$ cat config.mk
export PLATFORM = sky130hd
export DESIGN_NAME = gray_rx_monitor
export DESIGN_NICKNAME = d
export VERILOG_FILES = /design/src/rtl/gray_pkg.sv /design/src/rtl/gray_rx_monitor_sync.sv /design/src/rtl/gray_rx_monitor.sv
export SDC_FILE = /design/constraint.sdc
export NUM_CORES = 1
export LEC_CHECK = 0
export CAP_MARGIN = 20
export CORE_MARGIN = 2
export CORE_UTILIZATION = 45
export CTS_BUF_LIST = sky130_fd_sc_hd__clkbuf_8
export DETAILED_ROUTE_END_ITERATION = 8
export PLACE_DENSITY_LB_ADDON = 0.15
export SETUP_SLACK_MARGIN = 0.1
export SYNTH_ARGS = -nofsm -noshare
export SYNTH_HDL_FRONTEND = slang
export SYNTH_HIERARCHICAL = 1
export SYNTH_SLANG_ARGS = --single-unit
$ cat constraint.sdc
create_clock -name clk -period 2.3 [get_ports clk]
set_input_delay 0.46 -clock clk [delete_from_list [all_inputs] [get_ports clk]]
set_output_delay 0.46 -clock clk [all_outputs]
set_load 0.05 [all_outputs]
$ cat src/rtl/gray_pkg.sv
// rtl/gray_pkg.sv - shared types and Gray/binary helpers for the Gray receive monitor
package gray_pkg;

    typedef enum logic [1:0] {HOLD, STEP, BAD} step_e;
    typedef enum logic {SEARCH, LOCKED} state_e;

    localparam logic [7:0] ERR_MAX = 8'hFF;

    // Zero-extended inputs decode correctly because the upper Gray bits are 0.
    function automatic logic [31:0] gray2bin(input logic [31:0] g);
        logic [31:0] b;
        b[31] = g[31];
        for (int i = 30; i >= 0; i--) begin
            b[i] = b[i+1] ^ g[i];
        end
        return b;
    endfunction

    function automatic logic [31:0] bin2gray(input logic [31:0] b);
        return b ^ (b >> 1);
    endfunction

endpackage

$ cat src/rtl/gray_rx_monitor_sync.sv
// rtl/gray_rx_monitor_sync.sv - reset-to-0 synchronizer chain with a matching valid path
module gray_sync #(
    parameter int WIDTH  = 4,
    parameter int STAGES = 2
) (
    input  logic             clk,
    input  logic             resetn,
    input  logic [WIDTH-1:0] i_data,
    output logic [WIDTH-1:0] o_data,
    output logic             o_valid
);

    generate
        if (STAGES == 0) begin : g_bypass
            assign o_data  = i_data;
            assign o_valid = 1'b1;
        end else begin : g_chain
            logic [WIDTH-1:0]  r_data [STAGES];
            logic [STAGES-1:0] r_valid;

            always_ff @(posedge clk) begin
                if (!resetn) begin
                    for (int i = 0; i < STAGES; i++) begin
                        r_data[i] <= '0;
                    end
                    r_valid <= '0;
                end else begin
                    r_data[0] <= i_data;
                    for (int i = 1; i < STAGES; i++) begin
                        r_data[i] <= r_data[i-1];
                    end
                    r_valid <= (r_valid << 1) | STAGES'(1);
                end
            end

            assign o_data  = r_data[STAGES-1];
            assign o_valid = r_valid[STAGES-1];
        end
    endgenerate

endmodule

$ cat src/rtl/gray_rx_monitor.sv
// rtl/gray_rx_monitor.sv - Gray counter receiver: sync, decode, step check, lock and error count
module gray_rx_monitor
    import gray_pkg::*;
#(
    parameter int DATA_WIDTH  = 4,
    parameter int SYNC_STAGES = 2,
    parameter int LOCK_COUNT  = 4
) (
    input  logic                  clk,
    input  logic                  resetn,
    input  logic [DATA_WIDTH-1:0] gray_in,
    output logic [DATA_WIDTH-1:0] bin_out,
    output logic                  bin_valid,
    output logic                  locked,
    output logic                  err_pulse,
    output logic [7:0]            err_count
);

    localparam int CNT_W = $clog2(LOCK_COUNT + 1);

    logic [DATA_WIDTH-1:0] w_sync_data;
    logic                  w_sync_valid;
    logic [DATA_WIDTH-1:0] w_dec;
    logic [DATA_WIDTH-1:0] w_prev_inc;
    logic                  w_classify;
    step_e                 w_step;

    logic [DATA_WIDTH-1:0] r_prev;
    logic                  r_have_prev;
    logic [CNT_W-1:0]      r_lock_cnt;
    state_e                r_state;

    gray_sync #(
        .WIDTH  (DATA_WIDTH),
        .STAGES (SYNC_STAGES)
    ) u_sync (
        .clk     (clk),
        .resetn  (resetn),
        .i_data  (gray_in),
        .o_data  (w_sync_data),
        .o_valid (w_sync_valid)
    );

    assign w_dec = DATA_WIDTH'(gray2bin(32'(w_sync_data)));

    always_ff @(posedge clk) begin
        if (!resetn) begin
            bin_out   <= '0;
            bin_valid <= 1'b0;
        end else begin
            bin_out   <= w_dec;
            bin_valid <= w_sync_valid;
        end
    end

    // Modulo increment makes the all-ones to zero wrap a legal step.
    assign w_prev_inc = r_prev + DATA_WIDTH'(1);
    assign w_classify = bin_valid & r_have_prev;

    always_comb begin
        w_step = BAD;
        if (bin_out == r_prev) begin
            w_step = HOLD;
        end else if (bin_out == w_prev_inc) begin
            w_step = STEP;
        end
    end

    always_ff @(posedge clk) begin
        if (!resetn) begin
            r_prev      <= '0;
            r_have_prev <= 1'b0;
            r_lock_cnt  <= '0;
            r_state     <= SEARCH;
            locked      <= 1'b0;
            err_pulse   <= 1'b0;
            err_count   <= '0;
        end else begin
            err_pulse <= 1'b0;
            if (bin_valid) begin
                r_prev      <= bin_out;
                r_have_prev <= 1'b1;
            end
            if (w_classify) begin
                case (r_state)
                    SEARCH: begin
                        if (w_step == STEP) begin
                            if (r_lock_cnt == CNT_W'(LOCK_COUNT - 1)) begin
                                r_state    <= LOCKED;
                                locked     <= 1'b1;
                                r_lock_cnt <= '0;
                            end else begin
                                r_lock_cnt <= r_lock_cnt + CNT_W'(1);
                            end
                        end else if (w_step == BAD) begin
                            r_lock_cnt <= '0;
                        end
                    end
                    LOCKED: begin
                        if (w_step == BAD) begin
                            r_state    <= SEARCH;
                            locked     <= 1'b0;
                            r_lock_cnt <= '0;
                            err_pulse  <= 1'b1;
                            if (err_count != ERR_MAX) begin
                                err_count <= err_count + 8'd1;
                            end
                        end
                    end
                    default: begin
                        r_state <= SEARCH;
                        locked  <= 1'b0;
                    end
                endcase
            end
        end
    end

endmodule
# Yosys cells after proc, flatten, opt, wreduce, memory -nomap -nowiden
# Memory sizes are Yosys's and may differ from the RTL's.
# Cells that the tools add are included.
[word_totals] output_inout_bits=15 regBits=26 in_bits=6 mem_bits_rw=8 romBits=0 word_cells=54 latch_bits=0 mem_count=1
[memory_table] memory="u_sync.g_chain.r_data" depth=2 width=4 rd=2 rd_clocked_by_memory_dff=0 wr=2 line="gray_rx_monitor_sync.sv:18" text="logic [WIDTH-1:0] r_data [STAGES];"
[classes] bitwise=7 reduce_logical=3 shifts=0 multipliers=0 div=0 magnitude_cmp=0 mux=20 addsub=3 eq_ne=9
[ops] op="two-way mux 1 bit" n=10
[ops] op="two-way mux 3 bit" n=3
[ops] op="adder 8 x 1 -> 8 bit, second input constant" n=1
[ops] op="equality test 4 bit" n=2
[ops] op="two-way mux 4 bit" n=2
[ops] op="inequality test 8 bit, second input constant" n=1
[ops] op="AND reduction 4 bit" n=2
[ops] op="case mux 3 bit (2 select lines)" n=1
[ops] op="adder 4 x 1 -> 4 bit, second input constant" n=1
[ops] op="two-way mux 2 bit" n=2
[ops] op="inequality test 2 bit, second input constant" n=2
[ops] op="case mux 1 bit (2 select lines)" n=2
[ops] op="adder 3 x 1 -> 3 bit, second input constant" n=1
[ops] op="equality test 3 x 2 -> 1 bit, second input constant" n=1
[ops] op="AND reduction 3 bit" n=1
[ops] op="XOR 1 bit" n=3
[ops] op="equality test 2 x 1 -> 1 bit, second input constant" n=1
[ops] op="equality test 2 bit, second input constant" n=1
[ops] op="inequality test 2 x 1 -> 1 bit, second input constant" n=1
[ops] op="bitwise OR 1 bit" n=2
[ops] op="AND 1 bit" n=1
[ops] op="NOT 1 bit" n=1

# Depth between registers and ports, before layout
[depth] depth_word=8 depth_mapped=6 depth_no_buf=6

# Cells and area by module
# Netlist, hierarchy kept.
[by_module_without_submodules] mod="gray_rx_monitor" seq_area_each_um2=480.5 cells_per_inst=119 instances=1 area_per_inst_um2=1178.6
[by_module_without_submodules] mod="gray_sync" seq_area_each_um2=200.2 cells_per_inst=23 instances=1 area_per_inst_um2=286.5

# Least setup slack after synthesis
# OpenSTA, ideal clock, no wires.
[synth_timing] path_kind="register -> register" start="register bin_out[2]" end="register err_count[4]" setup_ns=0.126 t_arrival_ns=1.857 required_time_ns=2.174 path_stages_with_launch=6 setup_slack_ns=0.318 period_less_slack_ns=1.982 n_path_buf=0 cell_sequence="dfxtp_1 > xor3_1 > nor3_4 > a21oi_4 > nor4b_2 > mux2i_1"
[synth_via] elab_chain_len=5 word_cells_on_any_way=6 cone_classes="eq/ne: 3; mux: 2; reduce/logical: 1"
[synth_lines] element="from (decl)" line="gray_rx_monitor.sv:12" text="output logic [DATA_WIDTH-1:0] bin_out,"
[synth_lines] element="from (signal assigned)" line="gray_rx_monitor.sv:51" text="bin_out <= w_dec;"
[synth_lines] element="equality test 4 bit" line="gray_rx_monitor.sv:64" text="end else if (bin_out == w_prev_inc) begin"
[synth_lines] element="two-way mux 2 bit" line="gray_rx_monitor.sv:64"
[synth_lines] element="two-way mux 2 bit (*)" line="gray_rx_monitor.sv:62" text="if (bin_out == r_prev) begin"
[synth_lines] element="equality test 2 bit (*)" line="gray_rx_monitor.sv:100" text="if (w_step == BAD) begin"
[synth_lines] element="AND reduction 4 bit (no source line) (*)"
[synth_lines] element="to (signal assigned)" line="gray_rx_monitor.sv:106" text="err_count <= err_count + 8'd1;"
[synth_lines] element="to (decl)" line="gray_rx_monitor.sv:16" text="output logic [7:0] err_count"
# Every way passes the cells marked *; elsewhere a longest branch is shown, timed or not.
# A chain may end at the register's enable or synchronous reset.

# Worst setup path after layout
[layout_timing] start="register bin_valid" end="output port bin_valid"
[layout_rtl] element="from (decl)" line="gray_rx_monitor.sv:13" text="output logic bin_valid,"
[layout_rtl] element="from (signal assigned)" line="gray_rx_monitor.sv:52" text="bin_valid <= w_sync_valid;"
# No word-level cell between the ends.

==> summary.md <==
| Metric | Value |
|---|---|
| Die W | `between 60 and 70 microns` |
| # rows | `20` |
| Slew headroom | `66.6%` |
| I/O Pins | `21` |
| Postcts setup bufs | `0` |
| Post-synthesis cell type count | `38` |
| CTS Buf Count | `5` |
| DR WL/cell | `roughly 12 microns` |
| Worst Tran Pin Value | `around 500 ps` |
| Peak VDD IR | `0.000452 V` |
| Top cells by count, synth | `34 x dfxtp_1, 14 x and2_1, 12 x nand2_1, 11 x nor2_1, 9 x mux2i_1` |
| Worst Setup Path Type | `reg -> out` |
| Layout cells sized above 1 | `10.9%` |
| Skew-Pair Late Insertion Delay | `280 ps` |
| Vias in the first global route | `908` |
| Synth top area cells | `dfxtp_1 46%, mux2i_1 6.1%, and2_1 6.0%` |
| Detailed-route via count | `roughly 1000` |
| Async set or reset register ratio after synthesis | `0%` |
| Setup TNS Final | `0 ps` |
| Nets | `173` |
| Hold Path Class | `reg -> reg` |
| Clk slew on worst S/H paths | `70 ps` |
| Post-synth top area cell | `dfxtp_1` |
| Avg Synthesized Cell Area | `10.3 sq um` |
| Setup crit start kind | `flop` |
| Static Leak | `0.727 nW` |
| Comb pwr share | `approximately 7.0%` |
| Sequential power share | `45.1%` |
| Mapped Nets | `151` |
| WL final | `2.44 mm` |
| Fin cells | `209` |
| Worst Path Required | `1840 ps` |
| Cell Pwr Density | `745 nW/um^2` |
| Initial Util | `47.6%` |
| Synth top area share | `46.5%` |
| Die ar. | `3730 sq um` |
| # H-tree levels | `2` |
| Crit path cell chain | `clkdlybuf4s50_1` |
| Critical path peak fanout | `7` |
| First-pass DRT Iterations | `4` |
| Ant. Diodes | `0` |
| Mapped Cells | `142` |
| Yosys warns | `6` |
| Final HPWL DP | `1.76 mm` |
| Top-count cell post-synth | `dfxtp_1` |
| Largest net degree at the start of global routing | `15` |
| CTS tree | `built` |
| Netlist Area Pre-Place | `1470 sq um` |
| Post-synth EDFFs | `0` |
| Global-route wire length before repair | `4.19 mm` |
| Cell Count Post-Placement | `roughly 200` |
| All-layer global routing usage | `15.7%` |
| # setup viols final | `0` |
| Max-Cap Viols | `0` |
| Final Hold Fails | `0` |
| CP Capture Type | `primary output` |
| DRC | `0` |
| Routability Congestion | `0.724` |
| Fmax | `473 MHz` |
| Clock Root Buffer | `clkbuf_8` |
| Yosys reg bits | `34` |
| Arrival time worst endpoint | `about 1700 ps` |
| Layout area overhead | `24.9%` |
| Clock power frac | `47.9%` |
| Core area | `3080 sq um` |
| Most used DFF post-synth | `dfxtp_1` |
| Crit-path max cell delay | `roughly 870 ps` |
| Clk buf depth | `2` |
| Switching Power | `0.284 mW` |
| Cell Int Power | `between 1 and 1.5 mW` |
| WP buf/inv | `1` |
| Slew Viols, Final | `0` |
| Worst path slowest cell | `clkdlybuf4s50_1` |
| Period utilization | `91.9%` |
| Initial antenna violation count | `0` |
| Total gr overflow | `0` |
| Clock period minus worst slack | `2110 ps` |
| Worst clock skew | `~6.0 ps` |
| Post-synthesis sequential area ratio | `46.5%` |
| DRT iter0 DRCs | `34` |
| Post-CTS Hold Buffers | `0` |
| RSZ-0062 raised after global routing | `false` |
| Status | `complete, no violations` |
| Antenna-violating nets left | `0` |
| Port buffer count | `20` |
| CTS sink cnt | `34` |
| Vias per cell | `4.99` |
| Sw Ratio | `20.8%` |
| Chip Height | `61.1 microns` |
| CP top delay family | `buffers and inverters` |
| Cts repair resizes | `0` |
-- metal layers --
layer / global-route usage [%] / routed length, microns / vias up
li1: - / - / 534
met1: 20.1 / 1150 / 485
met2: 23.6 / 1150 / 22
met3: 5.04 / 113 / 2
met4: 8.39 / 25 / 0
met5: 0 / 0 / -
-- worst reg2reg max path: cells and delay by family, from the launching register on --
kind	cells	cell delay, ps
compound gates	1	270
simple gates	3	610
xor+xnor	1	480
flops	1	400
-- state kept, by name, indices dropped and copies added, names as in the netlist --
register                count
err_count                   8
u_sync/g_chain.r_data       8
bin_out                     4
r_prev                      4
r_lock_cnt                  3
u_sync/g_chain.r_valid      2
bin_valid                   1
err_pulse                   1
locked                      1
r_have_prev                 1
r_state                     1
-- cells in the final DEF (no fill, tap or decap), types with 2 or more instances in the layout --
master / Yosys / layout
ha_1: 3 / 3
clkdlybuf4s50_1: 0 / 20
o32ai_1: 2 / 2
dfxtp_1: 34 / 34
nand3b_1: 3 / 3
nand4_1: 3 / 3
xnor2_1: 6 / 6
nand2_1: 12 / 12
xor2_1: 2 / 2
mux2i_1: 9 / 9
and2_1: 14 / 14
a21oi_1: 2 / 2
o211a_1: 2 / 2
clkbuf_8: 0 / 5
nand3_1: 3 / 3
inv_1: 3 / 3
nor2_1: 11 / 11
and3_1: 3 / 3
buf_4: 4 / 2
nand2b_1: 5 / 5
bufinv_16: 0 / 2
-- area by class of cell --
type	instances	area (sq um)
inverters	3	11.3
flip-flops and latches	34	681
fillers	278	1250
multi-input cells	98	731
clock buffers	5	68.8
repair buffers	22	215
clock inverters	3	68.8
well taps	44	55.1
-- through the flow --
step	worst slack, ps	util (%)	hold WS, ps	power, mW	cell area, sq um
floorplan	318	-	406	0.697	1470
global placement	503	55.0	414	0.722	1690
detailed placement	477	55.0	420	0.725	1690
CTS	175	59.5	438	1.38	1830
global route	120	59.5	451	1.42	1830
finish	187	59.5	435	1.36	1830
-- power groups by stage --
stage / Sequential (mW) / Clock (mW) / Combinational [mW]
5_1_grt: 0.617 / 0.698 / 0.104
4_1_cts: 0.615 / 0.670 / 0.0966
3_5_place_dp: 0.629 / 0 / 0.0964
6_report: 0.615 / 0.653 / 0.0959
3_3_place_gp: 0.628 / 0 / 0.0942
2_1_floorplan: 0.642 / 0 / 0.0544
-- path summary, 6_finish.rpt --
check	startpoint	end	slack, ps	cells past startpoint
worst min register to register	u_sync/g_chain.r_data[0][3]	u_sync/g_chain.r_data[0][7]	440	1
worst max-delay path	bin_valid	bin_valid	190	1
worst min-delay path	u_sync/g_chain.r_data[0][3]	u_sync/g_chain.r_data[0][7]	440	1
worst max register to register	r_prev[2]	r_lock_cnt[0]	510	5
-- cells by family (layout without fill, tap and decap cells) --
group	count (synthesis)	count (layout)	synth area share, %
AO/OA/AOI/OAI	14	14	8.37
XOR/XNOR	10	10	7.52
adder cells (fa/ha/maj)	3	3	2.56
buffers and inverters	10	33	3.67
flip-flops	34	34	46.5
multiplexers	9	9	6.15
AND/OR/NAND/NOR	62	62	25.3
Note: power is estimated with default switching activity, not from simulation.
